### config.mk
export PLATFORM = sky130hd
export DESIGN_NAME = instr_fetch_mem
export DESIGN_NICKNAME = d
export VERILOG_FILES = /design/src/rtl/instr_fetch_mem.sv
export SDC_FILE = /design/constraint.sdc
export NUM_CORES = 2
export LEC_CHECK = 0
export ABC_CLOCK_PERIOD_IN_PS = 3000
export BUFFER_PORTS_ARGS = -buffer_cell sky130_fd_sc_hd__buf_2
export CAP_MARGIN = 20
export CELL_PAD_IN_SITES_DETAIL_PLACEMENT = 0
export CELL_PAD_IN_SITES_GLOBAL_PLACEMENT = 1
export CORE_MARGIN = 2
export CORE_UTILIZATION = 40
export CTS_CLUSTER_SIZE = 30
export DETAILED_ROUTE_END_ITERATION = 10
export PLACE_DENSITY_LB_ADDON = 0.1
export SYNTH_ARGS = -nofsm -noshare
export SYNTH_HDL_FRONTEND = slang
export SYNTH_SLANG_ARGS = --single-unit
### constraint.sdc
create_clock -name clk -period 3 [get_ports clk]
set_clock_uncertainty 0.15 [all_clocks]
set_input_delay 0.15 -clock clk [delete_from_list [all_inputs] [get_ports clk]]
set_output_delay 0.15 -clock clk [all_outputs]
set_load 0.005 [all_outputs]
### src/rtl/instr_fetch_mem.sv
// Instruction memory with internal fetch counter and registered valid/ready output.
// Optional per-word even parity with error flag: define INSTR_MEM_PARITY_EN.
module instr_fetch_mem #(
    parameter int    XLEN      = 32,
    parameter int    DEPTH     = 64,
    parameter int    ADDR_W    = $clog2(DEPTH),
    parameter int    RESET_PC  = 0,
    parameter string INIT_FILE = ""
) (
    input  logic              clk,
    input  logic              reset_n,
    input  logic              fetch_en,
    input  logic              redirect_valid,
    input  logic [ADDR_W-1:0] redirect_addr,
    input  logic              instr_ready,
    output logic              instr_valid,
    output logic [XLEN-1:0]   instr,
    output logic [ADDR_W-1:0] instr_addr,
    output logic              instr_err,
    input  logic              wr_en,
    input  logic [ADDR_W-1:0] wr_addr,
    input  logic [XLEN-1:0]   wr_data
);

    typedef enum logic [1:0] {IDLE, RUN, DRAIN} state_t;

    localparam logic [ADDR_W:0]   DEPTH_W = (ADDR_W+1)'(DEPTH);
    localparam logic [ADDR_W-1:0] LAST    = ADDR_W'(DEPTH - 1);

    // Reduce an index that may exceed DEPTH-1 (non-power-of-2 DEPTH).
    function automatic logic [ADDR_W-1:0] fold(input logic [ADDR_W-1:0] a);
        if ({1'b0, a} >= DEPTH_W) return a - ADDR_W'(DEPTH);
        return a;
    endfunction

    // Increment modulo DEPTH.
    function automatic logic [ADDR_W-1:0] inc(input logic [ADDR_W-1:0] a);
        if (a == LAST) return '0;
        return a + ADDR_W'(1);
    endfunction

    logic [XLEN-1:0]   mem [DEPTH];
    state_t            state, state_d;
    logic [ADDR_W-1:0] pc;
    logic [ADDR_W-1:0] rd_addr;
    logic              slot_free;
    logic              do_fetch;
    logic              do_drop;
    logic              rd_err;

`ifdef INSTR_MEM_PARITY_EN
    logic par [DEPTH];
`endif

    // Power-up contents: a small repeating test program.
    initial begin
        for (int i = 0; i < DEPTH; i++) begin
            if (XLEN != 32)      mem[i] = '0;
            else if (i % 3 == 0) mem[i] = XLEN'(32'h00A00093);
            else if (i % 3 == 1) mem[i] = XLEN'(32'h00108133);
            else                 mem[i] = XLEN'(32'h00208203);
        end
`ifdef INSTR_MEM_PARITY_EN
        for (int i = 0; i < DEPTH; i++) par[i] = ^mem[i];
`endif
    end

    assign slot_free = !instr_valid || instr_ready;
    assign rd_addr   = redirect_valid ? fold(redirect_addr) : pc;

`ifdef INSTR_MEM_PARITY_EN
    assign rd_err = par[rd_addr] != (^mem[rd_addr]);
`else
    assign rd_err = 1'b0;
`endif

    // State register.
    always_ff @(posedge clk or negedge reset_n) begin
        if (!reset_n) state <= IDLE;
        else          state <= state_d;
    end

    // Next-state: redirect overrides, otherwise fetch_en steers RUN/DRAIN/IDLE.
    always_comb begin
        state_d = state;
        if (redirect_valid) begin
            state_d = fetch_en ? RUN : DRAIN;
        end else begin
            unique case (state)
                IDLE:  state_d = fetch_en ? RUN : IDLE;
                RUN:   state_d = fetch_en ? RUN : DRAIN;
                DRAIN: begin
                    if (fetch_en)       state_d = RUN;
                    else if (slot_free) state_d = IDLE;
                end
            endcase
        end
    end

    // Output decode: when to load a new word and when to retire the held one.
    always_comb begin
        do_fetch = 1'b0;
        do_drop  = 1'b0;
        if (redirect_valid) begin
            do_fetch = 1'b1;
        end else begin
            unique case (state)
                IDLE: do_fetch = fetch_en;
                RUN, DRAIN: begin
                    do_fetch = fetch_en && slot_free;
                    do_drop  = !fetch_en && instr_ready;
                end
            endcase
        end
    end

    // Fetch counter advances past every word loaded into the output slot.
    always_ff @(posedge clk or negedge reset_n) begin
        if (!reset_n)      pc <= ADDR_W'(RESET_PC);
        else if (do_fetch) pc <= inc(rd_addr);
    end

    // Output slot: loaded on fetch, cleared on acceptance, held on stall.
    always_ff @(posedge clk or negedge reset_n) begin
        if (!reset_n) begin
            instr_valid <= 1'b0;
            instr       <= '0;
            instr_addr  <= '0;
            instr_err   <= 1'b0;
        end else if (do_fetch) begin
            instr_valid <= 1'b1;
            instr       <= mem[rd_addr];
            instr_addr  <= rd_addr;
            instr_err   <= rd_err;
        end else if (do_drop) begin
            instr_valid <= 1'b0;
        end
    end

    // Program-load port; the read above sees the pre-write word.
    always_ff @(posedge clk) begin
        if (wr_en && ({1'b0, wr_addr} < DEPTH_W)) begin
            mem[wr_addr] <= wr_data;
`ifdef INSTR_MEM_PARITY_EN
            par[wr_addr] <= ^wr_data;
`endif
        end
    end

endmodule

* Yosys cells after proc, flatten, opt, wreduce, memory -nomap -nowiden
Memory sizes are Yosys's and may differ from the RTL's. A register that Yosys moved wholly into a read port is not among the register bits.
Index checks and enable logic that the tools add are counted.
** Word-level totals
- Register bits after elaboration :: 15
- Latch bits :: 0
- Memory bits (writable) :: 2048
- ROM bits :: 0
- Input port bits :: 50
- Memories kept :: 1
** Memories
- mem :: depth 64, bits a word 32, rd ports 1, clocked after memory_dff 1, write ports 1, RTL line 42 : logic [XLEN-1:0] mem [DEPTH];
** Cells by class
- Add/sub/neg operators :: 1
- $mul :: 0
- Div/mod/pow operators :: 0
- Order comparisons :: 0
- Equality and inequality tests :: 4
- Shift-type cells :: 0
- Muxes and demuxes :: 19
- Bitwise gates (word level) :: 0
- Reduce and logical (&&, ||, !) cells :: 9
** Operators by type and width (number)
- 6-bit two-way mux :: 3
- 1-bit two-way mux :: 10
- 2-bit two-way mux :: 4
- 6-bit by 1-bit adder with 6-bit output (second input constant) :: 1
- 6-bit equality test (second input constant) :: 1
- 2-bit case mux with 3 select lines :: 1
- 4-bit != test (second input constant) :: 1
- 1-bit zero test :: 3
- 2-bit by 1-bit equality test with 1-bit output (second input constant) :: 1
- 2-bit equality test (second input constant) :: 1
- 1-bit logical AND :: 2
- 2-bit zero test :: 1
- 1-bit case mux with 2 select lines :: 1
- 2-bit nonzero test :: 1
- 2-bit OR reduction :: 1
- 1-bit logical OR :: 1

* Longest topological paths before layout
- Word-level depth :: 7
- Mapped depth :: 13
- Gate-level depth less buffers :: 9

* Worst setup path before layout
No wires, ideal clock.
- Kind :: input-to-reg
- Start point :: input port wr_addr[5]
- End point :: memory mem[39][0] (enable)
- Arrival time :: 2348 ps
- Data required time :: 2429 ps
- Setup slack :: 81 ps
- Cell stages on the path :: 4
- Path through :: clkbuf_1 -> or3b_2 -> clkbuf_1 -> nor2_1
** RTL lines
- start: declaration :: RTL line 21 : input logic [ADDR_W-1:0] wr_addr,
- end: declaration :: RTL line 42
No word-level cell before the write port.

* Worst setup path in the final report
- Start point :: register pc[0]
- End point :: register instr[3] (read register of mem)
** On the way
- Longest elaborated chain between the ends :: 1
** RTL lines
- start: declaration :: RTL line 44 : logic [ADDR_W-1:0] pc;
- start signal: assignment :: RTL line 119 : if (!reset_n) pc <= ADDR_W'(RESET_PC);
- start signal: assignment :: RTL line 120 : else if (do_fetch) pc <= inc(rd_addr);
- 6-bit two-way mux :: RTL line 69 : assign rd_addr = redirect_valid ? fold(redirect_addr) : pc;
- end: declaration :: RTL line 17 : output logic [XLEN-1:0] instr,
Every way passes these cells.
A chain may end at the register's enable or synchronous reset.

==> impl_metrics.prom <==
# TYPE chip_impl_metric gauge
chip_impl_metric{name="die_w",unit="um"} 455
chip_impl_metric{name="cts_max_path_buffers",unit=""} 3
chip_impl_info{name="grt_setup_unrepaired",value="yes"} 1
chip_impl_metric{name="nets_in_the_synthesized_netlist",unit=""} 5091
chip_impl_metric{name="hpwl_dp",unit="um"} 165000
chip_impl_metric{name="synth-seq-cells",unit=""} 2095
chip_impl_metric{name="fin_setup_tns",unit="ns"} -0.878
chip_impl_metric{name="worst_slew_pin_slew",unit="ns"} 1.08
chip_impl_metric{name="timing.final.hold_violations",unit=""} 0
chip_impl_metric{name="crit_path_max_fanout",unit=""} 8
chip_impl_metric{name="synth.cell_area",unit="um2"} 81200
chip_impl_info{name="setup.worst_path.start_class",value="register"} 1
chip_impl_metric{name="final.period_utilization",unit=""} 1.03
chip_impl_metric{name="detailed_route_via_count",unit=""} 51100
chip_impl_metric{name="firstDrtPassIters",unit=""} 5
chip_impl_metric{name="max-vdd-ir-drop",unit="uV"} 708
chip_impl_metric{name="pre_cts_slack",unit="ns"} -0.699
chip_impl_metric{name="worst-endpoint-required",unit="ns"} 3.57
chip_impl_metric{name="globalRouteOverflowTotal",unit=""} 0
chip_impl_metric{name="slew_viol_final",unit=""} 0
chip_impl_info{name="failed_checks",value="negative setup slack"} 1
chip_impl_info{name="critical_path.endpoint_type",value="register"} 1
chip_impl_metric{name="detail_route.wl_per_cell",unit="um"} 33.9
chip_impl_metric{name="synth-seq-area-share",unit=""} 0.772
chip_impl_metric{name="design.core.area",unit="um2"} 202000
chip_impl_metric{name="final_net_count",unit=""} 5830
chip_impl_metric{name="slew_headroom",unit=""} 0.282
chip_impl_metric{name="area_overhead_of_the_layout_relative_to_synthesis",unit="%"} 26.9
chip_impl_metric{name="final_layout_size_suffix_gt1_frac",unit=""} 0.266
chip_impl_metric{name="io_pins",unit=""} 90
chip_impl_metric{name="maximum_number_of_pins_on_one_net_before_global_route_repair",unit=""} 65
chip_impl_metric{name="post_drt_via_cell_ratio",unit=""} 5.90
chip_impl_metric{name="route.detailed.drc",unit=""} 0
chip_impl_metric{name="setup-violations-final",unit=""} 19
chip_impl_metric{name="cts_htree_levels",unit=""} 4
chip_impl_metric{name="synth_area_per_cell",unit="um2"} 16.1
chip_impl_metric{name="cts.clk_slew.worst_paths",unit="ns"} 0.06
chip_impl_metric{name="clock_latency_on_the_worst_skew_pair",unit="ns"} 0.88
chip_impl_info{name="crit_type",value="reg -> reg"} 1
chip_impl_metric{name="place.port_buffers",unit=""} 88
chip_impl_info{name="status",value="finished, violations left"} 1
chip_impl_metric{name="detailedRoute.firstIterationViolations",unit=""} 6150
chip_impl_metric{name="grt_util_all_layers",unit=""} 0.282
chip_impl_metric{name="power.density_cell_area",unit="nW/um2"} 723
chip_impl_metric{name="worst_slack",unit="ns"} -0.0892
chip_impl_metric{name="grt_first_pass_wirelength",unit="um"} 403000
chip_impl_metric{name="die-area",unit="um2"} 207000
chip_impl_metric{name="max_freq",unit="MHz"} 324
chip_impl_metric{name="num_rows",unit=""} 165
chip_impl_metric{name="share_of_flip_flops_with_an_asynchronous_set_or_reset",unit=""} 0.0224
chip_impl_metric{name="routabilityCongestion",unit=""} 0.807
chip_impl_info{name="cts_tree",value="yes"} 1
chip_impl_metric{name="cts_sinks",unit=""} 2095
chip_impl_metric{name="antenna_found_initial",unit=""} 22
chip_impl_metric{name="dieHeight",unit="um"} 455
chip_impl_metric{name="drt_antenna_net_count",unit=""} 0
chip_impl_metric{name="min_period",unit="ns"} 3.09
chip_impl_metric{name="grt_pass1_vias",unit=""} 49000
chip_impl_metric{name="synth-warning-count",unit=""} 0
chip_impl_metric{name="postSynthCellCount",unit=""} 5038
chip_impl_metric{name="leakagePower",unit="nW"} 34.5
chip_impl_metric{name="max-cap-violations",unit=""} 0
chip_impl_info{name="ctsRootBufferMaster",value="clkbuf_16"} 1
chip_impl_info{name="ys.flop_type",value="edfxtp_1"} 1
chip_impl_metric{name="postRouteWirelength",unit="um"} 294000
chip_impl_metric{name="synth_cell_types",unit=""} 53
chip_impl_info{name="timing.hold.worst.class",value="in -> reg"} 1
chip_impl_metric{name="cts_inserted_buffers",unit=""} 220
chip_impl_metric{name="number_of_synthesized_flops_with_an_enable_pin",unit=""} 2048
chip_impl_metric{name="floorplan.initialDensity",unit=""} 0.402
chip_impl_metric{name="cp.arrival",unit="ns"} 3.66
[power breakdown]
part           switching (W)  internal [W]  leakage (nW)
Clock                 0.0117        0.0155          3.49
Combinational        0.00834       0.00571          12.1
Sequential          0.000728        0.0325          19.0
[cells in the mapped netlist, types with 13 or more instances]
master     number  area [um2]
nor3_1         48         240
nor2_1         80         300
mux2i_1       256        2560
nor4_1         51         319
nand3_1       241        1210
or4_1          26         195
dfrtp_1        47        1180
o31ai_1        28         210
a2111oi_0     115        1010
nand2_1       993        3730
o221ai_1      101         885
buf_2          81         405
edfxtp_1     2048       61500
buf_1          51         191
a211oi_1       14         105
a311oi_1       21         184
mux4_2        152        3420
clkbuf_1      172         646
a32oi_1        13         114
a21oi_1       370        1850
[final timing paths]
| kind | slack (ns) | startpoint | end | depth (start not counted) |
|---|---|---|---|---|
| max in group asynchronous | 1.90 | reset_n | instr[29] | 4 |
| max | -0.09 | pc[0] | instr[3] | 9 |
| max reg2reg | -0.09 | pc[0] | instr[3] | 9 |
| min in group asynchronous | 0.30 | reset_n | instr[2] | 4 |
| min | 0.05 | wr_data[0] | mem[6][0] | 2 |
| min reg2reg | 0.35 | instr_addr[5] | instr_addr[5] | 2 |
[metrics by stage]
stage	area [um2]	utilization	hold WS [ns]	total power, W	cells
final	103000	0.511	0.0479	0.0745	8659
after global routing	103000	0.511	0.0475	0.0766	8652
after CTS	102000	0.504	0.0868	0.0742	8616
after detailed placement	90700	0.449	0.0558	0.0452	8100
after global placement	90700	0.449	0.0534	0.0451	8095
after floorplan	81200	-	-0.296	0.0385	5038
[cell usage in the layout, fill, tap and decap left out, types with 84 or more instances in the layout]
cell type and instances:
a2111oi_4 84, a21oi_1 347, buf_12 160, buf_2 88
buf_4 445, clkbuf_16 229, edfxtp_1 2048, mux2i_1 233
mux4_2 152, nand2_1 987, nand3_1 236
[flip-flops by register name, indices dropped and copies added, names as in the netlist]
signal and count:
mem 2048, instr 32, instr_addr 6, pc 6
state 2, instr_valid 1
[routing by layer]
metal  GRT usage  routed length (um)  vias to the layer above
met5           0                  13                        -
met4      0.0650                6530                        2
met3      0.0448               22200                      382
met2       0.435              135000                     2171
met1       0.421              130000                    27300
li1            -                   -                    21200
[logic make-up after synthesis]
logic type      Yosys count  share of synthesized area
flops                  2095                      0.772
simple gates           1480                     0.0770
compound gates          719                     0.0588
mux                     413                     0.0747
buf+inv                 323                     0.0170
xor+xnor                  4                   0.000431
fa+ha+maj                 3                   0.000462
other cells               1                  0.0000462
[critical path, cell delays in order, from the launching register on]
cell and delay (ns):
dfrtp_1 0.40, mux2i_4 0.17, buf_12 0.20, inv_16 0.09, bufbuf_16 0.30, mux4_2 0.46
a2111oi_4 0.35, buf_4 0.17, nor3_4 0.07, or4_1 0.50
[repair_timing]
action                                  4_1_cts  5_1_grt
hold endpoints to repair                   1892        5
buffers inserted                             46       10
resized for setup                           472      133
endpoints found under the setup margin       32       33
gates cloned                                 20        8
hold buffers                                 58        2
pin swaps                                   107       42
[layout make-up]
class,count,area [um2]
Fill cell,16600,98800
Sequential cell,2095,62700
Multi-Input combinational cell,2620,20600
Timing Repair Buffer,830,9190
Clock buffer,288,5910
Tap cell,2672,3340
Clock inverter,130,1230
Inverter,7,68.8
Timing Repair inverter,3,48.8
Antenna cell,14,35.0
No activity file was read; power rests on OpenSTA's default activity.
